<file path="config.mk">
export PLATFORM = sky130hd
export DESIGN_NAME = alu_cmd_sequencer
export DESIGN_NICKNAME = d
export VERILOG_FILES = /design/src/rtl/alu_cmd_sequencer_pkg.sv /design/src/rtl/alu_cmd_sequencer.sv
export SDC_FILE = /design/constraint.sdc
export NUM_CORES = 1
export LEC_CHECK = 0
export ABC_AREA = 1
export CORE_ASPECT_RATIO = 0.8
export CORE_MARGIN = 10
export CORE_UTILIZATION = 51
export CTS_BUF_LIST = sky130_fd_sc_hd__clkbuf_4 sky130_fd_sc_hd__clkbuf_8
export DETAILED_ROUTE_END_ITERATION = 12
export GPL_TIMING_DRIVEN = 1
export MAX_ROUTING_LAYER = met4
export PLACE_DENSITY = 0.91
export SLEW_MARGIN = 40
export SYNTH_ARGS = -nofsm -noshare
export SYNTH_HDL_FRONTEND = slang
export SYNTH_SLANG_ARGS = --single-unit
</file>
<file path="constraint.sdc">
create_clock -name clk -period 2.3 [get_ports clk]
set_input_delay 0.46 -clock clk [delete_from_list [all_inputs] [get_ports clk]]
set_output_delay 0.46 -clock clk [all_outputs]
set_load 0.05 [all_outputs]
</file>
<file path="src/rtl/alu_cmd_sequencer_pkg.sv">
// Shared definitions for the ALU command sequencer: opcodes, FSM encoding,
// response flag bit positions and the carry-update selection helper.
package alu_cmd_sequencer_pkg;

   localparam logic [3:0] OP_ADD       = 4'd1;
   localparam logic [3:0] OP_ADD_CARRY = 4'd2;
   localparam logic [3:0] OP_SUB       = 4'd3;
   localparam logic [3:0] OP_INC       = 4'd4;
   localparam logic [3:0] OP_DEC       = 4'd5;
   localparam logic [3:0] OP_AND       = 4'd6;
   localparam logic [3:0] OP_NOT       = 4'd7;
   localparam logic [3:0] OP_ROL       = 4'd8;
   localparam logic [3:0] OP_ROR       = 4'd9;

   localparam logic [1:0] ST_IDLE = 2'd0;
   localparam logic [1:0] ST_EXEC = 2'd1;
   localparam logic [1:0] ST_RESP = 2'd2;

   localparam int FLG_CARRY   = 0;
   localparam int FLG_BORROW  = 1;
   localparam int FLG_ZERO    = 2;
   localparam int FLG_PARITY  = 3;
   localparam int FLG_INVALID = 4;
   localparam int NUM_FLAGS   = 5;

   // Additive ops latch carry-out, subtractive ops latch borrow, others keep the flag.
   function automatic logic next_carry(input logic [3:0] op, input logic cur,
                                       input logic carry_out, input logic borrow);
      logic r;
      case (op)
         OP_ADD, OP_ADD_CARRY, OP_INC: r = carry_out;
         OP_SUB, OP_DEC:               r = borrow;
         default:                      r = cur;
      endcase
      return r;
   endfunction

endpackage

</file>
<file path="src/rtl/alu_cmd_sequencer.sv">
// Sequences single commands through an external combinational ALU:
// accept (IDLE) -> one-cycle evaluate (EXEC) -> hold response (RESP).
module alu_cmd_sequencer
   import alu_cmd_sequencer_pkg::*;
#(
   parameter int BUS_WIDTH = 8,
   parameter int CNT_WIDTH = 16
) (
   input  logic                 clk,
   input  logic                 rst_n,
   input  logic                 cmd_valid,
   output logic                 cmd_ready,
   input  logic [3:0]           cmd_opcode,
   input  logic [BUS_WIDTH-1:0] cmd_a,
   input  logic [BUS_WIDTH-1:0] cmd_b,
   input  logic                 cmd_use_acc,
   input  logic                 cmd_clr_carry,
   output logic [BUS_WIDTH-1:0] alu_a,
   output logic [BUS_WIDTH-1:0] alu_b,
   output logic [3:0]           alu_opcode,
   output logic                 alu_carry_in,
   input  logic [BUS_WIDTH-1:0] alu_y,
   input  logic                 alu_carry_out,
   input  logic                 alu_borrow,
   input  logic                 alu_zero,
   input  logic                 alu_parity,
   input  logic                 alu_invalid_op,
   output logic                 rsp_valid,
   input  logic                 rsp_ready,
   output logic [BUS_WIDTH-1:0] rsp_y,
   output logic [NUM_FLAGS-1:0] rsp_flags,
   output logic [BUS_WIDTH-1:0] acc,
   output logic                 carry_flag,
   output logic [CNT_WIDTH-1:0] op_count,
   output logic [7:0]           err_count
);

   logic [1:0]           state_q, state_d;
   logic [BUS_WIDTH-1:0] alu_a_q, alu_a_d, alu_b_q, alu_b_d;
   logic [3:0]           alu_op_q, alu_op_d;
   logic [BUS_WIDTH-1:0] acc_q, acc_d, rsp_y_q, rsp_y_d;
   logic                 carry_q, carry_d;
   logic [NUM_FLAGS-1:0] rsp_flags_q, rsp_flags_d, alu_flags_s;
   logic [CNT_WIDTH-1:0] op_count_q, op_count_d;
   logic [7:0]           err_count_q, err_count_d;
   logic                 cmd_ready_q, cmd_ready_d, rsp_valid_q, rsp_valid_d;

   // Pack the ALU status inputs into response flag order.
   always_comb begin
      alu_flags_s               = '0;
      alu_flags_s[FLG_CARRY]   = alu_carry_out;
      alu_flags_s[FLG_BORROW]  = alu_borrow;
      alu_flags_s[FLG_ZERO]    = alu_zero;
      alu_flags_s[FLG_PARITY]  = alu_parity;
      alu_flags_s[FLG_INVALID] = alu_invalid_op;
   end

   // Next-state and datapath updates for the three-phase command sequence.
   always_comb begin
      state_d     = state_q;
      alu_a_d     = alu_a_q;
      alu_b_d     = alu_b_q;
      alu_op_d    = alu_op_q;
      acc_d       = acc_q;
      carry_d     = carry_q;
      rsp_y_d     = rsp_y_q;
      rsp_flags_d = rsp_flags_q;
      op_count_d  = op_count_q;
      err_count_d = err_count_q;
      case (state_q)
         ST_IDLE: begin
            if (cmd_valid && cmd_ready_q) begin
               alu_op_d = cmd_opcode;
               alu_a_d  = cmd_use_acc ? acc_q : cmd_a;
               alu_b_d  = cmd_b;
               carry_d  = cmd_clr_carry ? 1'b0 : carry_q;
               state_d  = ST_EXEC;
            end else begin
               state_d = ST_IDLE;
            end
         end
         ST_EXEC: begin
            rsp_y_d     = alu_y;
            rsp_flags_d = alu_flags_s;
            if (!alu_invalid_op) begin
               acc_d   = alu_y;
               carry_d = next_carry(alu_op_q, carry_q, alu_carry_out, alu_borrow);
            end else if (err_count_q != 8'd255) begin
               err_count_d = err_count_q + 8'd1;
            end else begin
               err_count_d = err_count_q;
            end
            state_d = ST_RESP;
         end
         ST_RESP: begin
            if (rsp_ready) begin
               op_count_d = op_count_q + {{(CNT_WIDTH-1){1'b0}}, 1'b1};
               state_d    = ST_IDLE;
            end else begin
               state_d = ST_RESP;
            end
         end
         default: state_d = ST_IDLE;
      endcase
      // Handshake outputs are registered from the next state so they align with it.
      cmd_ready_d = (state_d == ST_IDLE);
      rsp_valid_d = (state_d == ST_RESP);
   end

   // State and output registers; reset drops any in-flight command.
   always_ff @(posedge clk or negedge rst_n) begin
      if (!rst_n) begin
         state_q     <= ST_IDLE;
         alu_a_q     <= '0;
         alu_b_q     <= '0;
         alu_op_q    <= 4'd0;
         acc_q       <= '0;
         carry_q     <= 1'b0;
         rsp_y_q     <= '0;
         rsp_flags_q <= '0;
         op_count_q  <= '0;
         err_count_q <= 8'd0;
         cmd_ready_q <= 1'b0;
         rsp_valid_q <= 1'b0;
      end else begin
         state_q     <= state_d;
         alu_a_q     <= alu_a_d;
         alu_b_q     <= alu_b_d;
         alu_op_q    <= alu_op_d;
         acc_q       <= acc_d;
         carry_q     <= carry_d;
         rsp_y_q     <= rsp_y_d;
         rsp_flags_q <= rsp_flags_d;
         op_count_q  <= op_count_d;
         err_count_q <= err_count_d;
         cmd_ready_q <= cmd_ready_d;
         rsp_valid_q <= rsp_valid_d;
      end
   end

   assign cmd_ready    = cmd_ready_q;
   assign rsp_valid    = rsp_valid_q;
   assign alu_a        = alu_a_q;
   assign alu_b        = alu_b_q;
   assign alu_opcode   = alu_op_q;
   assign alu_carry_in = carry_q;
   assign rsp_y        = rsp_y_q;
   assign rsp_flags    = rsp_flags_q;
   assign acc          = acc_q;
   assign carry_flag   = carry_q;
   assign op_count     = op_count_q;
   assign err_count    = err_count_q;

endmodule

</file>
; ---- After elaboration in Yosys (flattened, before gate mapping)
; Index checks and enable logic that the tools add are counted.
[op_classes]
addsub = 2
eq_ne = 13
muxes = 9
bitwise = 1
n_reduce_logical = 11
[op_table]
columns = op, n
row1 = "adder 16 x 1 -> 16 bit, second input constant", 1
row2 = "adder 8 x 1 -> 8 bit, second input constant", 1
row3 = "equality test 4 x 2 -> 1 bit, second input constant", 2
row4 = "equality test 4 x 3 -> 1 bit, second input constant", 2
row5 = two-way mux 8 bit, 1
row6 = "!= test 8 bit, second input constant", 1
row7 = "!= test 2 bit, second input constant", 3
row8 = case mux 2 bit (3 select lines), 1
row9 = AND reduction 2 bit, 3
row10 = AND reduction 5 bit, 1
row11 = "equality test 2 bit, second input constant", 2
row12 = "equality test 4 x 1 -> 1 bit, second input constant", 1
row13 = logical NOT 2 bit, 2
row14 = two-way mux 1 bit, 4
row15 = case mux 1 bit (2 select lines), 2
row16 = "!= test 3 x 1 -> 1 bit, second input constant", 1
row17 = AND reduction 3 bit, 1
row18 = OR reduction 3 bit, 1
row19 = "equality test 2 x 1 -> 1 bit, second input constant", 1
row20 = two-way mux 2 bit, 1
row21 = nonzero test 2 bit, 1
row22 = OR reduction 2 bit, 1
row23 = logical AND 1 bit, 1
row24 = inverter 1 bit, 1
[word_totals]
ff_bits = 70
in_bits = 39
out_inout_bits = 69

; ---- Longest topological paths before layout
; Gate-level depths: netlist of the first run.
[depth]
word_depth = 5
depth_mapped = 9

; ---- Worst setup path after synthesis of the first run
; Ideal clock, no wire load.
[synth_path]
kind = reg-to-reg
startpoint = reg err_count_q[0] (netlist: err_count[0])
endpoint = reg err_count_q[6] (netlist: err_count[6])
arrival_ns = 1.607
slack_ns = 0.617
path_stages_with_launch = 9
path_cell_list = dfrtp_1 ha_1 nand3_2 nor2_4 nand3_2 nand2_2 buf_6 nand2_1 o21ai_1
[synth_via]
elab_chain_cells = 2
word_cells_on_any_way = 3
classes_between = add/sub: 1 / eq/ne: 1 / reduce/logical: 1
[synth_lines]
columns = element, line
row1 = "start, declared", alu_cmd_sequencer.sv:45  ; logic [7:0] err_count_q, err_count_d;
row2 = "start signal, assigned", alu_cmd_sequencer.sv:135  ; err_count_q <= err_count_d;
row3 = "parallel branches: the longest is 2 deep, another holds adder 8 x 1 -> 8 bit", --
; Parallel ways; which one is timed is not known.
; A chain may end at the register's enable or synchronous reset.

; ---- Worst setup path in the final report of the first run
[layout_path]
startpoint = reg op_count_q[3] (netlist: op_count[3])
endpoint = out op_count[3]
[layout_rtl]
columns = element, line
row1 = "start, declared", alu_cmd_sequencer.sv:44  ; logic [CNT_WIDTH-1:0] op_count_q, op_count_d;
row2 = "start signal, assigned", alu_cmd_sequencer.sv:134  ; op_count_q <= op_count_d;
row3 = "end, declared", alu_cmd_sequencer.sv:34  ; output logic [CNT_WIDTH-1:0] op_count,
; No word-level cell between the ends.

==> results.env, run 1 <==
CRIT_CELLS=1
FIN_NETS=530
GRT.OVERFLOW.TOTAL=0
DRT_PRE_ANTENNA_ITERS=4
CRITICAL_PATH_CLASS='flip-flop to output pin'
PEAKVDDDROP_uV=1050
P_LEAK_uW=0.00217
YOSYS_MOST_USED_DFF='dfrtp_1'
WORST_HOLD_PATH_TYPE='input port to asynchronous set/reset pin'
CRITICAL_PATH.TOP_DELAY_FAMILY='buffers and inverters'
FINAL_HOLD_VIOL_COUNT=0
PATH_BUF_INV=1
MAX_SLEW_MARGIN_PCT=62.9
DESIGN.CORE.AREA_UM2=5970
SYNTH_EDF_COUNT=0
MIN_PERIOD_NS=2.11
NUMBER_OF_SETUP_BUFFERS_ADDED_AFTER_CTS=0
MAX-CLOCK-PATH-BUFFERS=2
ANTENNADIODECOUNT=0
TIGHTESTPINTRANSITION_NS=0.555
CP_SLOWEST_CELL='clkdlybuf4s50_1'
SYNTHESIS.AREA_UM2=3180
POST_SYNTH_NUM_CELL_TYPES=25
CTS_TREE='built'
PLACE.GP.CONGESTION=0.880
ROUTE.DETAILED.DRC=0
MAXSLEWVIOLCOUNT=0
DETAILED_PLACE_HPWL_MM=6.61
POWER_DENSITY_nW_PER_UM2=1540
TIMING.FINAL.CRIT_SHARE_PCT=91.7
CELLS_ON_WORST_REG2REG_PATH=8
WL_MM=8.90
IOPINCOUNT=108
SETUP_VIOL_COUNT_FINAL=0
LAYOUT_COMMON_CELLS='154 x nand2_1, 106 x clkdlybuf4s50_1, 70 x dfrtp_1'
TIMING.CRITICAL_PATH.TO_TYPE='output pin'
WORST_HOLD_MARGIN_NS=0.0497
CRITICAL_PATH_PEAK_FANOUT=4
CTSHOLDBUFFERS=0
OUTCOME='complete, no violations'
ROWS=25
GRT_SETUP_UNREPAIRED='false'
CLK_ROOT_BUFFER_CELL='clkbuf_8'
ASYNCSETRESETFLOPFRACSYNTH_PCT=100
TIMING.CRITICAL_PATH.REQUIRED_NS=1.84
SYN_NETS=419
FMAX_GHz=0.474
DIE_AREA_UM2=9810
ANTENNA_FOUND_INITIAL=0
TOTALPOWERFINAL_uW=7070
CRIT_CHAIN='clkdlybuf4s50_1'
FILLERS=397
CLOCK_SKEWS_NS=0.0116
CTS_INSERTED_BUFFERS=9
DRT-WIRELENGTH-PER-CELL_UM=15.5
MAXCAPVIOLCOUNT=0
SYNTH.YOSYS.SEQ_AREA_SHARE_PCT=55.1
MOSTFREQUENTLAYOUTCELL='nand2_1'
NUMBER_OF_VIAS_PER_CELL_AFTER_DETAILED_ROUTING=5.06
AVGSYNTHCELLAREA_UM2=8.41
GLOBAL_ROUTE.USAGE.TOTAL_PCT=18.9
FINAL_LAYOUT_SIZE_SUFFIX_GT1_SHARE_PCT=6.68
INITIAL_UTILIZATION_PCT=53.2
SYNTH-SEQ-CELLS=70
PORT_BUFFER_CELLS=107
CRITPATHLAUNCHTYPE='flip-flop'
SYNTH.YOSYS.WARNINGS=0
WORST_SETUP_HOLD_PATH_CLK_SLEW_NS=0.07
TIMING.CRITICAL_PATH.SLOWEST_CELL_DELAY_NS=0.85
DIE_H_UM=90.6
AREA_DELTA_SYNTH_FINAL_PCT=44.3
WORSTSKEWPAIRLATENCY_NS=0.35
GRT_PASS1_VIAS=2967
VIA_COUNT=2912
CTS_HTREE_LEVELS=3
DRT-INITIAL-DRC-COUNT=101
NUMCLOCKSINKS=70
SETUP_TOTAL_NEGATIVE_SLACK_NS=0
ARRIVAL_NS=1.65
POSTCTSRESIZEDCELLS=0
DIE-WIDTH_UM=108
ANT_NETS=0
FIRST_PASS_GRT_WIRE_LENGTH_MM=14.4
SYN-INSTANCE-COUNT=378
GRT_MAX_DEGREE=54
-- final cells by class --
type                       count  area [um^2]  area share [%]
clock buffer                  10          138            3.00
clock inverter                 6          133            2.89
inverter                      34          128            2.78
multi-input combinational    265         1250            27.1
sequential                    70         1750            38.2
tap                           81          101            2.21
timing repair buffer         109         1090            23.8
-- power by group --
part           internal, uW  total (uW)  switching [uW]  leakage, uW
clock network           858        1320             460     0.000132
registers              1700        2060             363     0.000880
logic                  1140        3690            2550      0.00116
-- state kept, by name (all words and copies together) (netlist names), 2 cells and up --
signal and flops:
op_count 16, acc 8, alu_a 8, alu_b 8, err_count 8, rsp_y 8, rsp_flags 5, alu_opcode 4
state_q 2
-- cells by family (layout without fill, tap and decap cells) --
logic type	count (synthesis)	in the layout	share of synthesized area (%)
adder cells (fa/ha/maj)	2	2	0.787
XOR/XNOR	16	16	4.41
AND/OR/NAND/NOR	208	208	27.8
buffers and inverters	43	159	5.74
flip-flops	70	70	55.1
AO/OA/AOI/OAI	39	39	6.22
-- cell usage after synthesis (2+ instances only) --
| cell | number | area (um^2) |
|---|---|---|
| buf_2 | 5 | 25.0 |
| buf_4 | 2 | 15.0 |
| dfrtp_1 | 70 | 1750 |
| ha_1 | 2 | 25.0 |
| inv_1 | 31 | 116 |
| inv_2 | 3 | 11.3 |
| nand2_1 | 154 | 578 |
| nand2_2 | 2 | 12.5 |
| nand3_1 | 11 | 55.1 |
| nand3_2 | 3 | 30.0 |
| nand4_1 | 4 | 25.0 |
| nor2_1 | 27 | 101 |
| nor2_4 | 3 | 33.8 |
| o21ai_0 | 29 | 145 |
| o21ai_1 | 8 | 40.0 |
| xnor2_1 | 11 | 96.3 |
| xor2_1 | 5 | 43.8 |
-- layer usage --
layer / vias to the layer above / share of wire, % / global-route usage (%)
met5: - / 0 / -
met4: 0 / 1.6 / 6.47
met3: 15 / 6.9 / 5.28
met2: 109 / 50 / 30.9
met1: 1392 / 41 / 21.7
li1: 1396 / - / -
-- worst paths after layout --
check / from / end / slack, ns
setup / recovery: op_count[3] / op_count[3] / 0.19
hold reg to reg: rsp_y[7] / rsp_y[7] / 0.48
hold / removal: rst_n / alu_b[0] / 0.05
max in group asynchronous: rst_n / alu_b[6] / 1.63
setup reg to reg: state_q[1] / alu_carry_in / 0.70
min in group clk: rsp_y[7] / rsp_y[7] / 0.48
-- per-stage QoR --
stage | std cells | area [um^2] | worst slack (ns) | util (%)
final | 575 | 4590 | 0.191 | 76.8
after floorplan | 378 | 3180 | 0.617 | -
after detailed placement | 559 | 4320 | 0.474 | 72.3
after global placement | 559 | 4320 | 0.545 | 72.3
after CTS | 575 | 4590 | 0.162 | 76.8
after global routing | 575 | 4590 | 0.118 | 76.8
(Power assumes the default switching activity.)
==> run 2: changes to the inputs <==
- CORE_UTILIZATION: 51 -> 53
- DONT_BUFFER_PORTS: unset -> 1
- PLACE_DENSITY: 0.91 -> 0.71
==> run 2 against run 1 <==
Against the previous run:
- the run now ends with negative hold slack left
- total power shrank 14%
- non-clock buffer count shrank 87
- sequential cell count is the same
- sequential power grew 64%
- global-route usage shrank 1.7 points
- die area shrank 3.0%
- first-iteration DRC count grew 6.9%
- maximum frequency grew 26%
- sequential share of layout area grew 9.7 points
- final cell count shrank 15%
- critical path type is now flip-flop to flip-flop
- highest routed layer unchanged
==> results.env, run 2 (synthesized netlist as in run 1, its figures left out) <==
DETAILED_PLACE_HPWL_MM=5.68
TIMING.CRITICAL_PATH.REQUIRED_NS=2.52
FAILING_CHECKS='negative hold slack'
WORST_HOLD_MARGIN_NS=-0.0100
MAX_SLEW_MARGIN_PCT=61.6
WL_MM=7.63
R2R_START='op_count[4]'
PATH_BUF_INV=1
PEAKVDDDROP_uV=756
TIMING.FINAL.CRIT_SHARE_PCT=72.6
DIE_H_UM=89.3
PLACE.GP.CONGESTION=0.845
LAYOUTNONFILLERINSTCOUNT=488
WORST_SETUP_HOLD_PATH_CLK_SLEW_NS=0.07
DRT_PRE_ANTENNA_ITERS=4
GLOBAL_ROUTE.USAGE.TOTAL_PCT=17.2
ROUTE.DETAILED.DRC=0
P_LEAK_uW=0.00186
PORT_BUFFER_CELLS=0
WORSTSKEWPAIRLATENCY_NS=0.34
GRT_PASS1_VIAS=2545
NUMBER_OF_SETUP_BUFFERS_ADDED_AFTER_CTS=0
AREA_DELTA_SYNTH_FINAL_PCT=15.0
CTSHOLDBUFFERS=1
ROWS=25
CRITICAL_PATH_PEAK_FANOUT=4
LAYOUT_COMMON_CELLS='154 x nand2_1, 70 x dfrtp_1, 31 x inv_1'
WORST_HOLD_PATH_TYPE='input port to asynchronous set/reset pin'
CRITPATHLAUNCHTYPE='flip-flop'
ANTENNADIODECOUNT=0
ANTENNA_FOUND_INITIAL=0
FIRST_PASS_GRT_WIRE_LENGTH_MM=12.5
TIMING.CRITICAL_PATH.TO_TYPE='flip-flop'
FMAX_GHz=0.599
CLK_ROOT_BUFFER_CELL='clkbuf_8'
CRIT_CHAIN='nand2_1 > inv_1 > nand2_1 > nor2_2 > nand3_1 > o21ai_1 > nand2_1'
INITIAL_UTILIZATION_PCT=54.1
MAXCAPVIOLCOUNT=0
NUMCLOCKSINKS=70
SETUP_TOTAL_NEGATIVE_SLACK_NS=0
CLOCK_SKEWS_NS=0.00986
SETUP_VIOL_COUNT_FINAL=0
CTS_INSERTED_BUFFERS=9
TIGHTESTPINTRANSITION_NS=0.576
DIE-WIDTH_UM=107
VIA_COUNT=2462
POWER_DENSITY_nW_PER_UM2=1650
DRT-INITIAL-DRC-COUNT=108
CRITICAL_PATH_CLASS='flip-flop to flip-flop'
DIE_AREA_UM2=9520
FINAL_LAYOUT_SIZE_SUFFIX_GT1_SHARE_PCT=12.8
FIN_NETS=443
CP_SLOWEST_CELL='dfrtp_1'
GRT_MAX_DEGREE=71
CRITICAL_PATH.TOP_DELAY_FAMILY='flip-flops'
TIMING.CRITICAL_PATH.SLOWEST_CELL_DELAY_NS=0.70
DP_CELLS=471
NUMBER_OF_VIAS_PER_CELL_AFTER_DETAILED_ROUTING=5.05
CTS_HTREE_LEVELS=3
IOPINCOUNT=108
CRIT_START='op_count[4]'
FINAL_HOLD_VIOL_COUNT=16
CRITICAL-PATH-TOP-CELL-BY-COUNT='nand2_1'
ANT_NETS=0
OUTCOME='finished with violations'
DRT-WIRELENGTH-PER-CELL_UM=15.6
ARRIVAL_NS=1.89
MOSTFREQUENTLAYOUTCELL='nand2_1'
LARGEST_REGISTER_FFS=16
MIN_PERIOD_NS=1.67
DESIGN.CORE.AREA_UM2=5880
CTS_TREE='built'
MAXSLEWVIOLCOUNT=0
GRT.OVERFLOW.TOTAL=0
GRT_SETUP_UNREPAIRED='false'
MAX-CLOCK-PATH-BUFFERS=2
POSTCTSRESIZEDCELLS=0
-- run 2: changes by cell type in the layout (fill, tap and decap cells not counted), sizes merged --
cell / previous run / this run
clkdlybuf4s50: 106 / 0
clkinvlp: 1 / 0
buf: 3 / 22
clkinv: 1 / 3
bufinv: 4 / 3
-- run 2: worst paths after layout --
path	endpoint	slack, ns	cells past startpoint
max	op_count[13]	0.63	7
min	alu_b[3]	-0.01	1
max reg2reg	op_count[13]	0.63	7
min reg2reg	op_count[2]	0.56	1
max in group asynchronous	err_count[2]	2.00	1
min in group clk	alu_b[2]	0.22	2
-- run 2: metal layers --
layer	part of all wire, %	GRT usage [%]
met2	48	27.8
met1	41	18.3
met5	0	-
met3	11	9.29
met4	0.58	4.05
-- run 2: final cells by class --
| cell class | instances | area [um^2] |
|---|---|---|
| Tap cell | 81 | 101 |
| Clock inverter | 6 | 109 |
| Fill cell | 548 | 2220 |
| Timing Repair Buffer | 22 | 185 |
| Multi-Input combinational cell | 265 | 1250 |
| Sequential cell | 70 | 1750 |
| Inverter | 34 | 128 |
| Clock buffer | 10 | 138 |
-- run 2: worst reg2reg max path, delay by kind of cell (launching register included) --
family                 cells  cell delay, ns
AO/OA/AOI/OAI              1            0.17
AND/OR/NAND/NOR            5            0.54
buffers and inverters      1            0.14
flip-flops                 1            0.70
-- run 2: metrics by stage --
stage                     util (%)  worst slack [ns]  hold WS [ns]  cell area, um^2  total power [uW]
final                         62.2             0.630       -0.0100             3660              6050
after detailed placement      57.6             0.668         0.167             3380              4870
after global routing          62.2             0.439       0.00389             3660              6430
after global placement        57.6             0.703         0.168             3380              4820
after CTS                     62.2             0.640       0.00200             3660              6110
after floorplan                  -             0.617         0.164             3180              4450
-- run 2: power by group --
group / total (uW) / switching, uW / internal, uW / leakage (uW)
Sequential: 3380 / 1700 / 1670 / 0.000880
Combinational: 1460 / 1020 / 447 / 0.000857
Clock: 1210 / 460 / 748 / 0.000126
Total: 6050 / 3180 / 2870 / 0.00186
==> run 3: changes to the inputs <==
- clock period: 2.3 -> 1.7 ns (I/O delays scaled with it)
==> run 3 against run 2 <==
Against the previous run:
- the run still ends with negative hold slack left
- combinational power increased by 66%
- via count increased by 1.2%
- cell area increased by 1.2%
- clock skew decreased by 0.00076 ns
- hold slack got worse by 0.29 ns
- sequential cell count unchanged
- sequential power increased by 27%
- highest routed layer unchanged
==> results.env, run 3 (synthesized netlist as in run 1, its figures left out) <==
TIMING.CRITICAL_PATH.REQUIRED_NS=1.91
ARRIVAL_NS=1.67
INITIAL_UTILIZATION_PCT=54.1
FIN_UTIL_PCT=63.0
NUMBER_OF_VIAS_PER_CELL_AFTER_DETAILED_ROUTING=4.97
MAX_SLEW_MARGIN_PCT=64.6
PEAKVDDDROP_uV=1590
CELLS_ON_WORST_REG2REG_PATH=7
FIN_NETS=456
CLOCK_SKEWS_NS=0.00910
FMAX_GHz=0.689
CTS_HTREE_LEVELS=3
CLK_ROOT_BUFFER_CELL='clkbuf_8'
CTS_TREE='built'
NUMBER_OF_SETUP_BUFFERS_ADDED_AFTER_CTS=0
PORT_BUFFER_CELLS=0
WORST_SETUP_HOLD_PATH_CLK_SLEW_NS=0.07
SETUP_TOTAL_NEGATIVE_SLACK_NS=0
FINAL_LAYOUT_SIZE_SUFFIX_GT1_SHARE_PCT=15.5
MIN_PERIOD_NS=1.45
CRITICAL_PATH_PEAK_FANOUT=6
GRT.OVERFLOW.TOTAL=0
MET2_USAGE_PCT=27.5
CRITICAL_PATH.REG2REG.ENDPOINT='op_count[10]'
WORST_HOLD_PATH_TYPE='input port to asynchronous set/reset pin'
P_LEAK_uW=0.00191
GRT_MAX_DEGREE=71
DESIGN.CORE.AREA_UM2=5880
SETUP_VIOL_COUNT_FINAL=0
GRT_PASS1_VIAS=2504
GRT_SETUP_UNREPAIRED='false'
MAXSLEWVIOLCOUNT=0
CRITICAL_PATH_CLASS='flip-flop to flip-flop'
POSTCTSRESIZEDCELLS=0
VIA_COUNT=2492
IOPINCOUNT=108
NUMCLOCKSINKS=70
DRT-WIRELENGTH-PER-CELL_UM=15.4
GLOBAL_ROUTE.USAGE.TOTAL_PCT=17.0
WORSTSKEWPAIRLATENCY_NS=0.34
LAYOUT_COMMON_CELLS='154 x nand2_1, 70 x dfrtp_1, 35 x buf_4'
R2R_START='op_count[0]'
DRT-INITIAL-DRC-COUNT=90
REG2REG_SLACK_NS=0.25
FAILING_CHECKS='negative hold slack'
TOTALPOWERFINAL_uW=8150
POWER_DENSITY_nW_PER_UM2=2200
ANTENNADIODECOUNT=0
FIRST_PASS_GRT_WIRE_LENGTH_MM=12.3
GLOBAL_ROUTING_USAGE_ON_MET3_PCT=8.00
WORST_HOLD_MARGIN_NS=-0.304
ROUTE.DETAILED.DRC=0
TIGHTESTPINTRANSITION_NS=0.530
WL_MM=7.73
MAXCAPVIOLCOUNT=0
DIE_AREA_UM2=9520
DIE-WIDTH_UM=107
MOSTFREQUENTLAYOUTCELL='nand2_1'
TIMING.FINAL.CRIT_SHARE_PCT=85.3
ROWS=25
LARGEST_REGISTER_FFS=16
TIMING.CRITICAL_PATH.TO_TYPE='flip-flop'
MAX-CLOCK-PATH-BUFFERS=2
OUTCOME='finished with violations'
CRITPATHLAUNCHTYPE='flip-flop'
CTS_INSERTED_BUFFERS=9
ANT_NETS=0
DRT_PRE_ANTENNA_ITERS=4
FINAL_HOLD_VIOL_COUNT=70
AREA_DELTA_SYNTH_FINAL_PCT=16.4
DIE_H_UM=89.3
PLACE.GP.CONGESTION=0.853
DETAILED_PLACE_HPWL_MM=5.86
GR-USAGE-MET1_PCT=18.7
ANTENNA_FOUND_INITIAL=0
GRT.BUSIEST_LAYER='met2'
run 3: worst max path at each step:
| stage | start | end | slack, ns | cells after the start |
|---|---|---|---|---|
| final | op_count[0] | op_count[10] | 0.25 | 7 |
| after global routing | op_count[0] | op_count[14] | 0.11 | 8 |
| after CTS | state_q[1] | err_count[4] | 0.24 | 7 |
| after detailed placement | state_q[1] | err_count[4] | 0.26 | 7 |
| after global placement | state_q[1] | err_count[7] | 0.34 | 7 |
| after floorplan | err_count[0] | err_count[6] | 0.02 | 8 |
run 3: layer usage:
metal / wire [um] / share of wire, %
met5: 0 / 0
met4: 61 / 0.79
met3: 708 / 9.2
met2: 3680 / 48
met1: 3280 / 42
run 3: critical path, stage by stage (launching register included):
cell	delay [ns]
dfrtp_1	0.45
ha_1	0.20
nand2_1	0.06
inv_1	0.07
nand2_1	0.12
nor2_1	0.21
nand2_1	0.09
xnor2_1	0.12
run 3: layout make-up:
cell class,instances,area (um^2)
Inverter,34,128
Clock inverter,7,88.8
Tap cell,81,101
Clock buffer,9,124
Sequential cell,70,1750
Timing Repair Buffer,35,263
Multi-Input combinational cell,265,1250
Fill cell,535,2180
run 3: power breakdown:
group / leakage (uW) / switching (uW) / total [uW] / internal, uW
combinational: 0.000917 / 1680 / 2430 / 746
clock: 0.000113 / 624 / 1440 / 818
sequential: 0.000880 / 2010 / 4280 / 2270
total: 0.00191 / 4310 / 8150 / 3840
run 3: per-stage QoR:
stage / setup WS, ns / instances / hold WS, ns / instance area, um^2
after detailed placement: 0.260 / 485 / 0.0472 / 3490
after floorplan: 0.0168 / 378 / 0.0444 / 3180
after global routing: 0.107 / 501 / -0.338 / 3700
after CTS: 0.244 / 501 / -0.325 / 3700
after global placement: 0.338 / 485 / 0.0473 / 3490
final: 0.250 / 501 / -0.304 / 3700
